`src/rtl/branch_predictor.sv`:
```
// -----------------------------------------------------------------------------
// branch_predictor
//
// Direct-mapped branch target buffer with per-entry saturating direction
// counters. The IF stage looks up the fetch PC and gets a predicted next PC
// in the same cycle. EX reports resolved branches back to train the table. A
// saturating misprediction counter is kept for performance measurement.
//
// Address split: idx = pc[IDX_W+1:2], tag = pc[ADDR_W-1:IDX_W+2].
// The low two PC bits are ignored.
//
// Ports
//   clk_i             clock; all state updates happen on the rising edge
//   rst_i             asynchronous reset, active-high
//   lookup_pc_i       PC of the instruction being fetched
//   pred_hit_o        lookup PC matches a valid entry
//   pred_taken_o      predicted taken
//   pred_target_o     predicted next PC (stored target, or lookup_pc_i + 4)
//   update_valid_i    a resolved branch is presented this cycle
//   update_pc_i       PC of the resolved branch
//   update_taken_i    actual direction
//   update_target_i   actual taken target
//   clear_i           synchronous invalidate of all entries
//   mispredict_cnt_o  saturating misprediction count
//
// Handshake: update_valid_i is a valid-only strobe with no ready. The
// predictor always accepts it, and consumes it at the rising edge where it is
// sampled high. The only exceptions are when rst_i or clear_i is high; in
// those cases the update is dropped.
// -----------------------------------------------------------------------------
module branch_predictor #(
  parameter int ADDR_W  = 32,
  parameter int ENTRIES = 16,
  parameter int CNT_W   = 2,
  parameter int STAT_W  = 16
) (
  input  logic              clk_i,
  input  logic              rst_i,
  input  logic [ADDR_W-1:0] lookup_pc_i,
  output logic              pred_hit_o,
  output logic              pred_taken_o,
  output logic [ADDR_W-1:0] pred_target_o,
  input  logic              update_valid_i,
  input  logic [ADDR_W-1:0] update_pc_i,
  input  logic              update_taken_i,
  input  logic [ADDR_W-1:0] update_target_i,
  input  logic              clear_i,
  output logic [STAT_W-1:0] mispredict_cnt_o
);

  localparam int IDX_W = $clog2(ENTRIES);
  localparam int TAG_W = ADDR_W - IDX_W - 2;

  localparam logic [CNT_W-1:0]  CTR_MAX  = '1;
  localparam logic [CNT_W-1:0]  CTR_WT   = CNT_W'(1) << (CNT_W - 1);
  localparam logic [CNT_W-1:0]  CTR_WNT  = CNT_W'(CTR_WT - CNT_W'(1));
  localparam logic [STAT_W-1:0] STAT_MAX = '1;

  // Table state
  logic [ENTRIES-1:0] valid_q;
  logic [TAG_W-1:0]   tag_q    [ENTRIES];
  logic [ADDR_W-1:0]  target_q [ENTRIES];
  logic [CNT_W-1:0]   ctr_q    [ENTRIES];
  logic [STAT_W-1:0]  mispredict_cnt_q;

  // Lookup side (combinational from registered state)
  logic [IDX_W-1:0] lk_idx;
  logic [TAG_W-1:0] lk_tag;

  // Update side (evaluated against pre-edge state)
  logic [IDX_W-1:0] up_idx;
  logic [TAG_W-1:0] up_tag;
  logic             up_hit;
  logic             up_pred_taken;
  logic             up_mispredict;
  logic [CNT_W-1:0] up_ctr;
  logic [CNT_W-1:0] up_ctr_inc;
  logic [CNT_W-1:0] up_ctr_dec;

  // The low PC bits never take part in indexing or tagging.
  logic unused_pc_bits;
  assign unused_pc_bits = ^{lookup_pc_i[1:0], update_pc_i[1:0]};

  assign lk_idx = lookup_pc_i[IDX_W+1:2];
  assign lk_tag = lookup_pc_i[ADDR_W-1:IDX_W+2];

  always_comb begin
    pred_hit_o    = valid_q[lk_idx] && (tag_q[lk_idx] == lk_tag);
    pred_taken_o  = pred_hit_o && ctr_q[lk_idx][CNT_W-1];
    pred_target_o = pred_taken_o ? target_q[lk_idx]
                                 : lookup_pc_i + ADDR_W'(4);
  end

  assign up_idx = update_pc_i[IDX_W+1:2];
  assign up_tag = update_pc_i[ADDR_W-1:IDX_W+2];

  always_comb begin
    up_hit        = valid_q[up_idx] && (tag_q[up_idx] == up_tag);
    up_ctr        = ctr_q[up_idx];
    up_pred_taken = up_hit && up_ctr[CNT_W-1];
    // A wrong direction is a mispredict. So is a correct "taken" guess that
    // would have fetched from the wrong target.
    up_mispredict = (up_pred_taken != update_taken_i) ||
                    (up_pred_taken && update_taken_i &&
                     (target_q[up_idx] != update_target_i));
    up_ctr_inc    = (up_ctr == CTR_MAX) ? up_ctr : up_ctr + CNT_W'(1);
    up_ctr_dec    = (up_ctr == '0)      ? up_ctr : up_ctr - CNT_W'(1);
  end

  always_ff @(posedge clk_i or posedge rst_i) begin
    if (rst_i) begin
      valid_q          <= '0;
      mispredict_cnt_q <= '0;
      for (int i = 0; i < ENTRIES; i++) begin
        tag_q[i]    <= '0;
        target_q[i] <= '0;
        ctr_q[i]    <= CTR_WNT;
      end
    end else if (clear_i) begin
      // Clear wins over a same-cycle update; that update is not counted.
      valid_q <= '0;
      for (int i = 0; i < ENTRIES; i++) begin
        ctr_q[i] <= CTR_WNT;
      end
    end else if (update_valid_i) begin
      if (up_hit) begin
        if (update_taken_i) begin
          ctr_q[up_idx]    <= up_ctr_inc;
          target_q[up_idx] <= update_target_i;
        end else begin
          ctr_q[up_idx]    <= up_ctr_dec;
        end
      end else if (update_taken_i) begin
        // Allocate, or replace an aliasing entry. Start at weakly-taken.
        valid_q[up_idx]  <= 1'b1;
        tag_q[up_idx]    <= up_tag;
        target_q[up_idx] <= update_target_i;
        ctr_q[up_idx]    <= CTR_WT;
      end
      if (up_mispredict && (mispredict_cnt_q != STAT_MAX)) begin
        mispredict_cnt_q <= mispredict_cnt_q + STAT_W'(1);
      end
    end
  end

  assign mispredict_cnt_o = mispredict_cnt_q;

endmodule

```
`config.mk`:
```
export PLATFORM = sky130hd
export DESIGN_NAME = branch_predictor
export DESIGN_NICKNAME = d
export VERILOG_FILES = /design/src/rtl/branch_predictor.sv
export SDC_FILE = /design/constraint.sdc
export NUM_CORES = 2
export LEC_CHECK = 0
export ABC_AREA = 1
export CAP_MARGIN = 20
export CORE_MARGIN = 3
export CORE_UTILIZATION = 45
export DETAILED_ROUTE_END_ITERATION = 8
export GPL_TIMING_DRIVEN = 1
export HOLD_SLACK_MARGIN = 0.03
export PLACE_DENSITY = 0.62
export SLEW_MARGIN = 5
export SYNTH_ARGS = -nofsm -noshare
export SYNTH_HDL_FRONTEND = slang
export SYNTH_SLANG_ARGS = --single-unit
```
`constraint.sdc`:
```
create_clock -name clk_i -period 84.6 [get_ports clk_i]
set_input_delay 16.92 -clock clk_i [delete_from_list [all_inputs] [get_ports clk_i]]
set_output_delay 16.92 -clock clk_i [all_outputs]
set_load 0.02 [all_outputs]
```
==> flow_summary.json <==
{
  "floorplan.rows": 131,
  "cts-hold-fix-buffers": 0,
  "routed-via-count": 57900,
  "clock_tree_from_tritoncts": "yes",
  "hold_class": "reg2reg",
  "setup_viol_count_final": 0,
  "clk_root_buffer_cell": "sky130_fd_sc_hd__clkbuf_16",
  "grt_use_total_pct": 33.4,
  "power.density_cell_area_nw_per_um2": 21.2,
  "routed_via_density": 5.74,
  "rsz0062_at_grt": "false",
  "yosys_register_bits": 992,
  "preCtsSetupSlack_ns": 45.07,
  "grt_antenna_before_repair": 9,
  "main_flop_type_after_synthesis": "sky130_fd_sc_hd__dfrtp_1",
  "multiInputGateArea_sq_um": 28500,
  "syn-cell-area_sq_um": 57900,
  "post_dp_cell_area_sq_um": 59800,
  "synthesis.nets": 8700,
  "min_period_over_period_pct": 47.1,
  "tritoncts.num_buffers": 114,
  "p_switching_uw": 428,
  "async_reset_ff_share_pct": 100,
  "dieArea_sq_um": 133000,
  "layout.cell_area.non_filler_sq_um": 63800,
  "grt_remaining_overflow": 0,
  "final_cell_mix": "sky130_fd_sc_hd__nand2_1 (3,086), sky130_fd_sc_hd__o21ai_0 (1,612), sky130_fd_sc_hd__dfrtp_1 (976), sky130_fd_sc_hd__nor2_1 (686), sky130_fd_sc_hd__inv_1 (490)",
  "yosysSeqAreaShare_pct": 42.9,
  "detail_route.wirelength.met1_microns": 89800,
  "power_leakage_uw": 0.0303,
  "min_path_cells": 2,
  "cts_max_level": 3,
  "worst_clock_skew_ns": 0.0584,
  "floorplan.initialDensity_pct": 45.4,
  "path_class": "in2out",
  "cts_setup_buffers": 0,
  "max-vdd-ir-drop_v": 0.0000174,
  "intPower_uw": 924,
  "drt-pass1-iter-count": 6,
  "pin_count_of_the_biggest_net_entering_global_routing": 166,
  "grt_first_pass_wirelength_microns": 338000,
  "run_status": "finished, final reports clean",
  "post-route-min-period_ns": 39.82,
  "die_height_microns": 365,
  "dr_wl_met3_microns": 21000,
  "slew_violations": 0,
  "hold_viol_final": 0,
  "synth.distinct_cells": 48,
  "io_buffer_count": 148,
  "comb_power_share_pct": 18.6,
  "dr_wl_met2_microns": 102000,
  "post-dp-hpwl_microns": 129000,
  "worst_setup_path_start_kind": "input port",
  "mostFrequentLayoutCell": "sky130_fd_sc_hd__nand2_1",
  "numClockSinks": 992,
  "max_freq_mhz": 25.1,
  "synth_cells": 8596,
  "initialDrtViolationCount": 7249,
  "total_power_uw": 1350,
  "reg_power_share_pct": 43.3,
  "timing.reg2reg.worst_path_depth": 18,
  "design.core.area_sq_um": 128000,
  "cts_buffer_depth": 3,
  "num-fill-cells": 12900,
  "fin_nets": 8438,
  "worst_ep_arrival_time_ns": 22.90,
  "areaGrowthSynthToFinish_pct": 10.0,
  "tightestPinTransition_ns": 1.20,
  "slew_headroom_pct": 20.1,
  "power.switching_fraction_pct": 31.6,
  "post_route_cells_drive_above_1_share_pct": 4.68,
  "combined_flip_flop_and_latch_cell_area_sq_um": 24800,
  "max_cap_viol_count": 0,
  "timing.critical_path.to_type": "output port",
  "power.clock.fraction_pct": 38.1,
  "postCtsResizedCells": 0,
  "setup_ws_ns": 44.78,
  "detail_route.wirelength_microns": 226000,
  "timing.critical_path.required_ns": 67.68,
  "fin_setup_tns_ns": 0,
  "clkLatencyLatePin_ns": 0.76,
  "die_w_microns": 365,
  "crit_path_max_fanout": 46,
  "wire_length_per_cell_microns": 22.4,
  "synth.yosys.warnings": 0,
  "syn-mean-instance-area_sq_um": 6.74,
  "synth_edf_count": 0,
  "gp_congestion": 0.929,
  "antenna_violating_nets_post_route": 0,
  "pin_count": 151,
  "drt_drc_violations_left": 0,
  "first_global_vias": 53400,
  "top_layer": "met5",
  "clock_transition_time_at_the_flip_flop_clock_pins_of_the_worst_setup_and_hold_paths_ns": 0.06
}
==> cells in the mapped netlist, types with 38 or more instances <==
cell type,number,area [sq um]
sky130_fd_sc_hd__a21oi_1,312,1560
sky130_fd_sc_hd__o21ai_1,120,601
sky130_fd_sc_hd__inv_1,495,1860
sky130_fd_sc_hd__o22ai_1,48,300
sky130_fd_sc_hd__o21ai_0,1612,8070
sky130_fd_sc_hd__nor2_1,703,2640
sky130_fd_sc_hd__o211ai_1,98,736
sky130_fd_sc_hd__buf_1,42,158
sky130_fd_sc_hd__dfrtp_1,976,24400
sky130_fd_sc_hd__nand3_1,254,1270
sky130_fd_sc_hd__buf_2,208,1040
sky130_fd_sc_hd__nand2_1,3095,11600
sky130_fd_sc_hd__nor3_1,38,190
sky130_fd_sc_hd__clkbuf_1,362,1360
sky130_fd_sc_hd__xor2_1,39,342
==> registers in the layout (all words and copies together), names as in the netlist <==
signal            count
valid_q              16
mispredict_cnt_o     16
target_q            512
ctr_q                32
tag_q               416
==> layout make-up <==
class | count | area share, %
Multi-Input combinational cell | 6452 | 44.8
Timing Repair Buffer | 258 | 3.83
Tap cell | 1662 | 3.26
Clock inverter | 40 | 0.718
Inverter | 516 | 3.09
Clock buffer | 169 | 5.37
Antenna cell | 4 | 0.0157
Sequential cell | 992 | 39.0
==> power groups by stage <==
stage	combinational (uW)	sequential [uW]	clock, uW
floorplan	174	584	0
detailed placement	247	591	0
CTS	248	584	522
finish	251	585	516
global route	284	593	541
global placement	242	589	0
==> logic make-up after synthesis <==
family	synth area share, %
XOR/XNOR	0.665
buffers and inverters	8.15
adder cells (fa/ha/maj)	0.0648
AO/OA/AOI/OAI	20.3
AND/OR/NAND/NOR	28.0
flip-flops	42.9
==> path summary, 6_finish.rpt <==
path / start / end / slack, ns
setup reg to reg: tag_q[385]$_DFFE_PP0P_ / tag_q[36]$_DFFE_PP0P_ / 80.61
setup / recovery: lookup_pc_i[5] / pred_target_o[3] / 44.78
min in group asynchronous: rst_i / target_q[266]$_DFFE_PP0P_ / 16.72
hold reg to reg: ctr_q[30]$_DFFE_PP1P_ / ctr_q[30]$_DFFE_PP1P_ / 0.47
max in group asynchronous: rst_i / mispredict_cnt_o[7]$_DFFE_PP0P_ / 64.51
hold / removal: ctr_q[30]$_DFFE_PP1P_ / ctr_q[30]$_DFFE_PP1P_ / 0.47
==> critical path: stages <==
cell and delay, ns:
sky130_fd_sc_hd__clkdlybuf4s50_1 0.47, sky130_fd_sc_hd__buf_4 0.30, sky130_fd_sc_hd__nand2_1 0.33, sky130_fd_sc_hd__clkinv_2 0.70
sky130_fd_sc_hd__buf_4 0.82, sky130_fd_sc_hd__nand2_1 0.11, sky130_fd_sc_hd__nand2_1 0.20, sky130_fd_sc_hd__inv_1 0.08
sky130_fd_sc_hd__nand2_1 0.06, sky130_fd_sc_hd__nand2_1 0.05, sky130_fd_sc_hd__nand2_1 0.08, sky130_fd_sc_hd__nand2_1 0.05
sky130_fd_sc_hd__nor2_1 0.13, sky130_fd_sc_hd__nand2_1 0.07, sky130_fd_sc_hd__nor2_1 0.14, sky130_fd_sc_hd__nand3_2 0.65
sky130_fd_sc_hd__o21ai_0 0.94, sky130_fd_sc_hd__clkdlybuf4s50_1 0.75
==> layer usage <==
metal / global-route usage [%] / vias to the layer above
met5: 0 / -
met4: 16.9 / 8
met3: 5.87 / 609
met2: 53.5 / 2881
met1: 43.6 / 27200
li1: - / 27200
==> per-stage QoR <==
step	hold WS [ns]	utilization, %	instances
6_report	0.466	49.9	10100
4_1_cts	0.468	49.9	10100
2_1_floorplan	0.446	-	8596
5_1_grt	0.480	49.9	10100
3_3_place_gp	0.457	46.8	9877
3_5_place_dp	0.457	46.8	9878
Note: power is estimated with default switching activity, not from simulation.
